--- config.mk ---
export PLATFORM = sky130hd
export DESIGN_NAME = pc_fetch_controller
export DESIGN_NICKNAME = d
export VERILOG_FILES = /design/src/rtl/pc_fetch_controller.sv
export SDC_FILE = /design/constraint.sdc
export NUM_CORES = 1
export LEC_CHECK = 0
export ABC_AREA = 1
export BUFFER_PORTS_ARGS = -buffer_cell sky130_fd_sc_hd__buf_2
export CAP_MARGIN = 20
export CORE_MARGIN = 3
export CORE_UTILIZATION = 30
export CTS_CLUSTER_DIAMETER = 50
export CTS_CLUSTER_SIZE = 10
export DETAILED_ROUTE_END_ITERATION = 8
export MAX_ROUTING_LAYER = met4
export SYNTH_ARGS = -nofsm -noshare
export SYNTH_HDL_FRONTEND = slang
export SYNTH_SLANG_ARGS = --single-unit
--- constraint.sdc ---
create_clock -name i_clk -period 2.07 [get_ports i_clk]
set_input_delay 0.1035 -clock i_clk [delete_from_list [all_inputs] [get_ports i_clk]]
set_output_delay 0.1035 -clock i_clk [all_outputs]
set_load 0.05 [all_outputs]
--- src/rtl/pc_fetch_controller.sv ---
// Program-counter owner and instruction-fetch stage for the 4-stage pipeline.
// Issues req/ready fetches, holds one instruction for decode, applies redirects and fetch timeout.
module pc_fetch_controller #(
    parameter logic [31:0] RESET_VECTOR = 32'h0000_0000,
    parameter logic [31:0] EXC_VECTOR   = 32'h8000_0180,
    parameter int unsigned TIMEOUT      = 16
) (
    input  logic        i_clk,
    input  logic        i_rst_n,
    input  logic        i_stall,
    input  logic        i_redirect_valid,
    input  logic [31:0] i_redirect_target,
    input  logic        i_exc_valid,
    output logic        o_imem_req,
    output logic [31:0] o_imem_addr,
    input  logic        i_imem_ready,
    input  logic [31:0] i_imem_rdata,
    output logic        o_if_valid,
    output logic [31:0] o_if_instr,
    output logic [31:0] o_if_pc,
    output logic [31:0] o_if_pc_plus4,
    output logic [31:0] o_pc,
    output logic        o_fetch_err
);

    // state    | meaning
    // ST_BOOT  | single idle cycle after reset release, redirects ignored
    // ST_FETCH | requesting whenever the decode slot is free
    // ST_HOLD  | decode stalled on a valid instruction, no requests
    typedef enum logic [1:0] {
        ST_BOOT  = 2'd0,
        ST_FETCH = 2'd1,
        ST_HOLD  = 2'd2
    } state_t;

    localparam int CNT_W = $clog2(TIMEOUT);
    localparam logic [CNT_W-1:0] CNT_LAST = CNT_W'(TIMEOUT - 1);
    localparam logic [31:0] ALIGN_MASK = 32'hFFFF_FFFC;

    state_t           r_state;
    state_t           w_state_nxt;
    logic [31:0]      r_pc;
    logic             r_if_valid;
    logic [31:0]      r_if_instr;
    logic [31:0]      r_if_pc;
    logic [31:0]      r_if_pc_plus4;
    logic [CNT_W-1:0] r_cnt;

    logic             w_req;
    logic             w_fetch_err;
    logic             w_slot_free;
    logic             w_active;
    logic             w_handshake;
    logic             w_timeout;
    logic             w_exc_take;
    logic             w_redir_take;
    logic [31:0]      w_target_aligned;
    logic [31:0]      w_pc_plus4;

    assign w_slot_free      = !r_if_valid || !i_stall;
    assign w_active         = (r_state != ST_BOOT);
    assign w_handshake      = w_req && i_imem_ready;
    assign w_timeout        = w_req && !i_imem_ready && (r_cnt == CNT_LAST);
    assign w_exc_take       = w_active && (i_exc_valid || w_timeout);
    assign w_redir_take     = w_active && i_redirect_valid && !w_exc_take;
    assign w_target_aligned = i_redirect_target & ALIGN_MASK;
    assign w_pc_plus4       = r_pc + 32'd4;

    always_ff @(posedge i_clk or negedge i_rst_n) begin
        if (!i_rst_n) begin
            r_state <= ST_BOOT;
        end else begin
            r_state <= w_state_nxt;
        end
    end

    always_comb begin
        w_state_nxt = r_state;
        case (r_state)
            ST_BOOT: begin
                w_state_nxt = ST_FETCH;
            end
            ST_FETCH: begin
                if (w_exc_take || w_redir_take) begin
                    w_state_nxt = ST_FETCH;
                end else if (r_if_valid && i_stall) begin
                    w_state_nxt = ST_HOLD;
                end
            end
            ST_HOLD: begin
                if (w_exc_take || w_redir_take || !i_stall) begin
                    w_state_nxt = ST_FETCH;
                end
            end
            default: begin
                w_state_nxt = ST_FETCH;
            end
        endcase
    end

    // Redirect cycles never request, so a stray ready there is ignored.
    always_comb begin
        w_req       = 1'b0;
        w_fetch_err = 1'b0;
        if (r_state == ST_FETCH) begin
            w_req = w_slot_free && !i_exc_valid && !i_redirect_valid;
        end
        w_fetch_err = w_timeout && !i_exc_valid;
    end

    always_ff @(posedge i_clk or negedge i_rst_n) begin
        if (!i_rst_n) begin
            r_pc          <= RESET_VECTOR & ALIGN_MASK;
            r_if_valid    <= 1'b0;
            r_if_instr    <= 32'h0000_0000;
            r_if_pc       <= 32'h0000_0000;
            r_if_pc_plus4 <= 32'h0000_0004;
            r_cnt         <= '0;
        end else if (w_exc_take) begin
            r_pc       <= EXC_VECTOR & ALIGN_MASK;
            r_if_valid <= 1'b0;
            r_cnt      <= '0;
        end else if (w_redir_take) begin
            r_pc       <= w_target_aligned;
            r_if_valid <= 1'b0;
            r_cnt      <= '0;
        end else if (w_handshake) begin
            r_if_instr    <= i_imem_rdata;
            r_if_pc       <= r_pc;
            r_if_pc_plus4 <= w_pc_plus4;
            r_if_valid    <= 1'b1;
            r_pc          <= w_pc_plus4;
            r_cnt         <= '0;
        end else begin
            if (w_req) begin
                r_cnt <= r_cnt + CNT_W'(1);
            end
            // Decode took the held instruction and nothing replaced it.
            if (!i_stall) begin
                r_if_valid <= 1'b0;
            end
        end
    end

    assign o_imem_req    = w_req;
    assign o_imem_addr   = r_pc;
    assign o_pc          = r_pc;
    assign o_if_valid    = r_if_valid;
    assign o_if_instr    = r_if_instr;
    assign o_if_pc       = r_if_pc;
    assign o_if_pc_plus4 = r_if_pc_plus4;
    assign o_fetch_err   = w_fetch_err;

endmodule

Word-level counts from Yosys, hierarchy flattened --
Cells that the tools add are included.
Storage, ports and cells: bits in latches 0, register bits after elaboration 135, memory bits (writable) 0, bits of input ports 70, logic and storage cells 58, memories kept 0, output and inout bits 163, ROM bits 0
Cells by class: shifts and indexed selects 0, equal/unequal tests 6, order comparisons 0, multiplexer cells 16, multipliers 0, reductions and logical operators 25, $add $sub $neg 2, div/mod/pow operators 0, bitwise logic cells 2
Operator list (count):
- $mux W32 | 3
- $add A32 B3 Y32 const B | 1
- $mux W4 | 4
- $logic_and A1 B1 Y1 | 10
- $logic_not A1 Y1 | 6
- $mux W2 | 3
- $mux W1 | 5
- $add A4 B1 Y4 const B | 1
- $eq A4 B4 Y1 const B | 1
- $logic_or A1 B1 Y1 | 4
- $ne A4 B1 Y1 const B | 1
- $pmux W2 S2 | 1
- $reduce_bool A4 Y1 | 1
- $ne A3 B3 Y1 const B | 1
- $reduce_and A3 Y1 | 1
- $reduce_bool A3 Y1 | 1
- $eq A2 B1 Y1 const B | 1
- $eq A2 B2 Y1 const B | 1
- $ne A2 B2 Y1 const B | 1
- $not A1 Y1 | 2
- $reduce_and A2 Y1 | 1
- $reduce_bool A2 Y1 | 1

Depth between registers and ports, before layout --
word-level depth 15, mapped depth 11, mapped depth without buffers 11

Least setup slack after synthesis --
OpenSTA, ideal clock, no wires.
path type register to register, start reg r_if_valid (netlist: o_if_valid), end reg r_if_pc[11] (netlist: o_if_pc[11]), arrival 1.922 ns, setup slack 0.028 ns, clock period less this slack 2.042 ns, library setup time 0.120 ns, buffers on the path 3, stages on the path, launching flop included 10, data required time 1.950 ns, path through dfrtp_1 nand2_1 nand2_1 nor2_4 nand2_1 buf_2 buf_2 buf_2 nand2_1 nand2_1
On the way: cells in the longest elaborated chain, start to end 13, elaborated cells on any way between the ends 15, classes of those cells mux (1); bitwise (2); reduce/logical (12)
RTL lines:
- start: declaration | RTL line 43 | logic r_if_valid;
- start signal: assignment | RTL line 114 | r_if_valid <= 1'b0;
- start signal: assignment | RTL line 121 | r_if_valid <= 1'b0;
- start signal: assignment | RTL line 125 | r_if_valid <= 1'b0;
- $logic_not A1 Y1 (*) | RTL line 60 | assign w_slot_free = !r_if_valid || !i_stall;
- $logic_or A1 B1 Y1 (*) | RTL line 60
- $logic_and A1 B1 Y1 (*) (2 in series) | RTL line 106 | w_req = w_slot_free && !i_exc_valid && !i_redirect_valid;
- $mux W1 (*) | RTL line 105 | if (r_state == ST_FETCH) begin
- named net o_imem_req | RTL line 14 | output logic o_imem_req,
- $logic_and A1 B1 Y1 (2 in series) | RTL line 63 | assign w_timeout = w_req && !i_imem_ready && (r_cnt == CNT_LAST);
- $logic_or A1 B1 Y1 | RTL line 64 | assign w_exc_take = w_active && (i_exc_valid || w_timeout);
- $logic_and A1 B1 Y1 | RTL line 64
- $logic_not A1 Y1 | RTL line 65 | assign w_redir_take = w_active && i_redirect_valid && !w_exc_take;
- $logic_and A1 B1 Y1 | RTL line 65
- $not A1 Y1 (no line)
- $reduce_and A3 Y1 (no line) (*)
- end signal: assignment | RTL line 129 | r_if_pc <= r_pc;
- end: declaration | RTL line 45 | logic [31:0] r_if_pc;
Mark *: on every way through the listed nets, which the timed path passes. The rest lies on a longest branch. A chain may end at the register's enable or synchronous reset.

Worst setup path in the final report --
start reg r_pc[4] (netlist: o_imem_addr[4]), end reg r_pc[7] (netlist: o_imem_addr[7])
On the way: cells in the longest elaborated chain, start to end 4
RTL lines:
- start: declaration | RTL line 42 | logic [31:0] r_pc;
- start signal: assignment | RTL line 113 | r_pc <= RESET_VECTOR & ALIGN_MASK;
- start signal: assignment | RTL line 120 | r_pc <= EXC_VECTOR & ALIGN_MASK;
- start signal: assignment | RTL line 124 | r_pc <= w_target_aligned;
- $add A32 B3 Y32 | RTL line 67 | assign w_pc_plus4 = r_pc + 32'd4;
- $mux W32 | RTL line 127 | end else if (w_handshake) begin
- $mux W32 | RTL line 123 | end else if (w_redir_take) begin
- $mux W32 | RTL line 119 | end else if (w_exc_take) begin
Every way passes these cells. The select of a mux whose other input is x is not followed.

==> out/metrics.yaml <==
path_buf_inv: 0
design.portCount: 233
p_per_area_nw_per_um2: 1560
cts.sinks: 129
start_util: 0.307
grtUsageTotal: 0.191
grt_pass1_vias: 6326
fin_crit_sh: 0.873
core_um2: 21100
worstPathArrival_ns: 2.16
hp-class: "in2reg"
timing.hold.ws_ns: 0.0186
maxSlewViolCount: 0
dr.pass1.iters: 5
peakVddDrop_mv: 0.884
ys_ff_latch: 129
path_cells: "nand3_4 -> nor2_1 -> xor2_1 -> nand2_1 -> o211ai_1 -> nand2_1 -> nand2_1"
yosys_warnings: 0
syn_to_final_growth_pct: 35.5
grt_max_degree: 68
antenna_left: 0
max_stage_delay_ns: 0.59
drtIter0Drc: 413
portBuffers: 222
rows: 53
cp-start-kind: "flip-flop"
cp-end-kind: "flip-flop"
nNetsFinal: 1176
finalSetupViolCount: 0
htreeDepth: 4
ctsResizeCount: 0
seq_area_frac_synth: 0.499
syn_avg_cell_area_um2: 7.50
drive_above_1_share: 0.265
postCtsSetupRepairBufs: 0
wl_per_cell_um: 15.2
totalPowerFinal_mw: 13.7
clk_latency_ns: 0.42
setup_ws_ns: 0.262
synthesis.area_um2: 6470
p_leak_nw: 4.78
numCtsBuffers: 17
path_class: "reg2reg"
synthCells: 863
cts-root-buf: "clkbuf_16"
period_needed_ns: 1.81
outcome: "completed"
path_clk_slew_ns: 0.06
grt_pass1_wl_um: 34200
final_hold_viol_count: 0
overflow: 0
antenna_found_initial: 1
chipHeight_um: 153
synth_top_area_frac: 0.495
cts_tree: "done"
yosys.area.top_type: "dfrtp_1"
max_cap_viol_count: 0
skew_ns: 0.00736
vias_per_cell: 4.51
drc: 0
path_common_cell: "nand2_1"
via_count: 6286
fin_setup_tns_ns: 0
die_w_um: 153
rsz0062_at_grt: "false"
post-place-ws_ns: 0.285
final.fill_count: 2188
required_ns: 2.43
cp_slowest_cell: "dfrtp_1"
cts_buffer_depth: 2
dieArea_um2: 23400
crit_family: "simple AND/OR/NAND/NOR gates"
wl_um: 21200
dp_hpwl_um: 15500
ys_top_cells_by_area: "dfrtp_1 49%, nand2_1 22%, o21ai_0 4.9%, nor2_1 4.9%, buf_4 4.4%"
yosysUniqueCellTypes: 30
gp_congestion: 0.860
crit_fanout: 7
max_freq_ghz: 0.553
## final timing paths
path                                            start                       endpoint  slack, ns  cells after the start
max in group asynchronous                     i_rst_n   o_if_pc_plus4[2]$_DFFE_PN1P_       1.26                      3
hold reg to reg               o_if_pc[19]$_DFFE_PN0P_        o_if_pc[19]$_DFFE_PN0P_       0.48                      2
hold / removal                  i_redirect_target[26]    o_imem_addr[26]$_DFFE_PN0P_       0.02                      5
setup reg to reg           o_imem_addr[4]$_DFFE_PN0P_     o_imem_addr[7]$_DFFE_PN0P_       0.26                      7
setup / recovery           o_imem_addr[4]$_DFFE_PN0P_     o_imem_addr[7]$_DFFE_PN0P_       0.26                      7
min in group asynchronous                     i_rst_n  o_if_pc_plus4[19]$_DFFE_PN0P_       0.15                      2
## placed cells by master (no fill, tap or decap), types with 6 or more instances in the layout
master / instances
nand2_1: 386
buf_2: 221
dfrtp_1: 128
nor2_1: 84
o21ai_0: 63
inv_1: 51
dlygate4sd3_1: 40
nand3_1: 32
clkbuf_16: 17
buf_4: 15
xor2_1: 10
conb_1: 8
o21ai_1: 7
clkinvlp_4: 7
inv_2: 6
buf_12: 6
## cell type report
class	instances	area, um2	share of cell area
Sequential cell	129	3230	0.368
Inverter	57	214	0.0244
Timing Repair Buffer	283	1750	0.200
Clock inverter	12	135	0.0154
Multi-Input combinational cell	616	2640	0.301
Tap cell	275	344	0.0392
Clock buffer	20	457	0.0521
Antenna cell	1	2.50	0.000285
## worst min-delay path, delay by kind of cell
kind	cells	cell delay [ns]
buffers and inverters	1	0.08
and+or+nand+nor	4	0.21
## logic make-up after synthesis
family                     after synthesis  share of synthesized area
AOI/OAI and AO/OA                       75                     0.0609
xor gates and xnor gates                10                     0.0135
adders and majority gates                2                    0.00386
buffers and inverters                  125                     0.0989
DFF                                    129                      0.499
other                                    1                   0.000579
and+or+nand+nor                        521                      0.323
## stage by stage
stage	utilization	cells	cell area, um2
after floorplan	-	870	6500
after global placement	0.369	1320	7780
after detailed placement	0.369	1320	7780
after CTS	0.416	1392	8770
after global routing	0.416	1393	8770
final	0.416	1393	8770
## state kept, by name, summed over array words and instances, names as in the netlist
name           flops
r_cnt              4
o_if_pc           30
o_if_pc_plus4     30
r_state            2
o_if_valid         1
o_imem_addr       30
o_if_instr        32
## timing repair
| action | 4_1_cts | 5_1_grt |
|---|---|---|
| hold buffers | 40 | 0 |
| hold endpoints to repair | 167 | 0 |
| setup endpoints to repair | 0 | 0 |
## power breakdown
part           switching (mW)  internal [mW]  total, mW
Clock                    1.18           1.84       3.02
Combinational            5.20           1.42       6.63
Sequential              0.659           3.38       4.04
## Yosys cell counts (all sizes together)
cell type	number
dfrtp	128
nand3	37
and3	1
nand4	3
clkbuf	8
o21ai	71
buf	60
a21oi	1
or2	1
inv	57
nand3b	1
conb	1
ha	2
nor3	1
dfstp	1
xor2	10
nand2	390
nor2	87
o21a	1
o211ai	2
## metal layers
layer  share of wire  wire (um)  GRT usage
met5               0          0          -
met2            0.46       9830      0.302
met3           0.079       1680     0.0552
met1            0.43       9140      0.235
met4           0.026        551     0.0645
No activity file was read; power rests on OpenSTA's default activity.
